===== src/rtl/four_bit_adder_verilog.sv =====
// Registered 4-bit ripple-carry adder built from four chained full-adder stages.
// {o_Cout, o_Sum} presents A + B + Cin one cycle after the operands are sampled.

module four_bit_adder_verilog_fa (
  input  logic i_a,
  input  logic i_b,
  input  logic i_c,
  output logic o_s,
  output logic o_c
);

  logic prop;

  assign prop = i_a ^ i_b;
  assign o_s  = prop ^ i_c;
  assign o_c  = (i_a & i_b) | (i_c & prop);

endmodule

module four_bit_adder_verilog (
  input  logic       i_Clk,
  input  logic       i_Reset,
  input  logic [3:0] i_A,
  input  logic [3:0] i_B,
  input  logic       i_Cin,
  output logic [3:0] o_Sum,
  output logic       o_Cout
);

  logic [4:0] carry;
  logic [3:0] sum_bits;

  logic [3:0] sum_d;
  logic [3:0] sum_q;
  logic       cout_d;
  logic       cout_q;

  assign carry[0] = i_Cin;

  // carry[k+1] of each stage feeds the carry-in of the next
  for (genvar k = 0; k < 4; k++) begin : g_stage
    four_bit_adder_verilog_fa u_fa (
      .i_a (i_A[k]),
      .i_b (i_B[k]),
      .i_c (carry[k]),
      .o_s (sum_bits[k]),
      .o_c (carry[k+1])
    );
  end

  always_comb begin
    sum_d  = sum_bits;
    cout_d = carry[4];
  end

  always_ff @(posedge i_Clk) begin
    if (i_Reset) begin
      sum_q  <= 4'h0;
      cout_q <= 1'b0;
    end else begin
      sum_q  <= sum_d;
      cout_q <= cout_d;
    end
  end

  assign o_Sum  = sum_q;
  assign o_Cout = cout_q;

endmodule


===== config.mk =====
export PLATFORM = sky130hd
export DESIGN_NAME = four_bit_adder_verilog
export DESIGN_NICKNAME = d
export VERILOG_FILES = /design/src/rtl/four_bit_adder_verilog.sv
export SDC_FILE = /design/constraint.sdc
export NUM_CORES = 1
export LEC_CHECK = 0
export CELL_PAD_IN_SITES_DETAIL_PLACEMENT = 1
export CELL_PAD_IN_SITES_GLOBAL_PLACEMENT = 1
export CORE_AREA = 10 10 47 49
export CTS_CLUSTER_SIZE = 16
export DETAILED_ROUTE_END_ITERATION = 8
export DIE_AREA = 0 0 57 59
export PLACE_DENSITY_LB_ADDON = 0.1
export SLEW_MARGIN = 20
export SYNTH_ARGS = -nofsm -noshare
export SYNTH_HDL_FRONTEND = slang
export SYNTH_SLANG_ARGS = --single-unit

===== constraint.sdc =====
create_clock -name i_Clk -period 2.6 [get_ports i_Clk]
set_clock_uncertainty 0.1 [all_clocks]
set_input_delay 0.39 -clock i_Clk [delete_from_list [all_inputs] [get_ports i_Clk]]
set_output_delay 0.39 -clock i_Clk [all_outputs]
set_load 0.02 [all_outputs]

==> impl_metrics.py <==
metrics = {
    "sta": {
        "finalSetupViolations": 0,
        "finalSetupTns_ns": 0,
        "hold_viol_final": 0,
        "fin_crit_sh": 0.894,
        "slew_headroom": 0.850,
        "fmax_ghz": 0.430,
        "finalWorstPathRequiredPeriod_ns": 2.32,
        "worst_slew_pin_slew_ns": 0.224,
        "rsz0062_at_grt": "false",
        "slew_violations": 0,
    },
    "floorplanning": {
        "die_h_um": 59,
        "boundaryPins": 16,
        "initial_utilization": 0.164,
        "die_area_um2": 3360,
        "rows": 14,
        "core_um2": 1400,
        "die-width_um": 57,
    },
    "clocking": {
        "cts_tree": "built",
        "cts_buffers": 3,
        "cts.sinks": 5,
        "clkSlewWorstSetupHoldPaths_ns": 0.04,
        "htreeDepth": 1,
        "cts_resized": 0,
        "clock_path_buffers": 2,
        "cts_setup_buffers": 0,
        "ctsRootBufferMaster": "clkbuf_4",
        "ctsHoldBuffers": 0,
    },
    "grt": {
        "grt_pass1_wl_um": 828,
        "grt_usage": 0.0351,
        "grt_max_degree": 6,
        "antenna_found_initial": 0,
        "first_global_vias": 231,
        "overflow": 0,
    },
    "yosys": {
        "synthTopCellsByArea": "dfxtp_1 (43%), fa_1 (35%), inv_1 (11%)",
        "ys_seq_elements": 5,
        "synth_top_area_cell": "dfxtp_1",
        "yosys.area.top_type_share": 0.435,
        "synthCells": 21,
        "synth_fp_nets": 36,
        "yosysSeqAreaShare": 0.435,
        "avgSynthCellArea_um2": 11.0,
        "synth.distinct_cells": 5,
        "synth_area_um2": 230,
        "yosysWarnings": 0,
    },
    "setup_path": {
        "path_max_fanout": 1,
        "worstPathArrival_ns": 2.40,
        "worstPathCellList": "clkdlybuf4s50_1 > inv_1 > fa_1 > inv_1 > fa_1 > fa_1 > inv_1 > fa_1 > nor2_1",
        "crit_type": "input pin to flip-flop",
        "worstPathRequired_ns": 2.67,
        "cp-end-kind": "flip-flop",
        "crit_path_frequent_cell": "fa_1",
        "critPathSlowestCell": "fa_1",
        "worst_path_largest_cell_delay_ns": 0.40,
        "start_kind": "input pin",
    },
    "routing": {
        "vias": 193,
        "wl_um": 552,
        "drt_iter0_drc": 2,
        "vias_per_cell": 3.45,
        "firstDrtPassIters": 2,
        "detail-route-antenna-nets": 0,
        "wl_per_cell_um": 9.86,
        "post-route-drc-count": 0,
    },
    "pwr": {
        "power.internal_uw": 180,
        "p_leak_nw": 0.191,
        "switching_share": 0.247,
        "peakVddDrop_v": 0.000110,
        "seq_power_share": 0.367,
        "netSwitchingPower_uw": 59.0,
        "powerDensity_nw_per_um2": 560,
        "pwr-share-comb": 0.268,
        "clkPwrFrac": 0.366,
        "p_total_uw": 239,
    },
    "place": {
        "port_buffers": 15,
        "dp_hpwl_um": 520,
        "place_congestion": 0.541,
    },
    "final_layout": {
        "diodes": 0,
        "seqCellArea_um2": 100,
        "multiInputGateArea_um2": 104,
        "area_delta_synth_final_pct": 85.3,
        "nFillCells": 170,
        "layout.nets": 56,
        "layout-drive-gt1-share": 0.0750,
    },
    "run": {
        "maxCapViolations": 0,
    },
    "run_status": {
        "outcome": "completed",
    },
    "min_path": {
        "hold_path_class": "input pin to flip-flop",
        "min_to": "o_Cout",
        "min_from": "i_Reset",
        "hold_depth": 2,
    },
}
## layer usage
metal	GRT usage	routed length (µm)	vias up	share of wire
met4	0.0503	0	0	0
met5	0	0	-	0
met2	0.0527	297	10	0.54
met3	0.0386	121	0	0.22
li1	-	-	94	-
met1	0.0167	133	89	0.24
## sequential cells by signal (all words and copies together), names as in the netlist
signal  flops
o_Sum       4
o_Cout      1
## cells by family after synthesis
family	after synthesis	share of synthesized area
adders and majority gates	4	0.348
DFF	5	0.435
buffers and inverters	7	0.114
and+or+nand+nor	5	0.103
## cell usage in the layout, fill, tap and decap left out
master           Yosys  layout
fa_1                 4       4
inv_1                7       7
nor2b_1              2       2
dfxtp_1              5       5
nor2_1               3       3
clkbuf_1             0       1
clkbuf_4             0       3
clkdlybuf4s50_1      0      15
## per-stage QoR
stage               utilization  area [µm²]  hold slack, ns  instances  setup WS, ns
CTS                       0.304         427           0.674         56         0.256
global placement          0.286         400           0.930         52        0.0502
floorplan                     -         230           0.357         21         0.529
detailed placement        0.286         400           0.922         52       0.00575
finish                    0.304         427           0.675         56         0.276
global route              0.304         427           0.718         56         0.163
## worst max path at each step
stage,startpoint,to,slack (ns),cells past startpoint
finish,i_A[0],o_Sum[3],0.28,9
global route,i_A[0],o_Sum[3],0.16,9
CTS,i_B[0],o_Sum[3],0.26,9
detailed placement,i_B[0],o_Sum[3],0.006,9
global placement,i_A[0],o_Sum[3],0.05,9
floorplan,i_A[0],o_Sum[3],0.53,8
## power groups by stage
stage | combinational, mW | clock (mW) | sequential, mW
2_1_floorplan | 0.0153 | 0 | 0.100
3_3_place_gp | 0.0638 | 0 | 0.0886
3_5_place_dp | 0.0656 | 0 | 0.0891
4_1_cts | 0.0658 | 0.0911 | 0.0879
5_1_grt | 0.0707 | 0.0938 | 0.0883
6_report | 0.0639 | 0.0874 | 0.0877
## cell usage after synthesis (all sizes together)
library cell	n
fa	4
nor2b	2
nor2	3
inv	7
dfxtp	5
## cell type report
cell class              count  area share
clock buffers               4      0.0616
inverters                   7      0.0616
multi-input cells           9       0.243
flip-flops and latches      5       0.235
well taps                  16      0.0469
repair buffers             15       0.352
## critical path, delay by kind of cell
kind,cells,cell delay (ns)
adder cells (fa/ha/maj),4,1.32
buffers and inverters,4,0.60
AND/OR/NAND/NOR,1,0.09
Note: power is estimated with default switching activity, not from simulation.
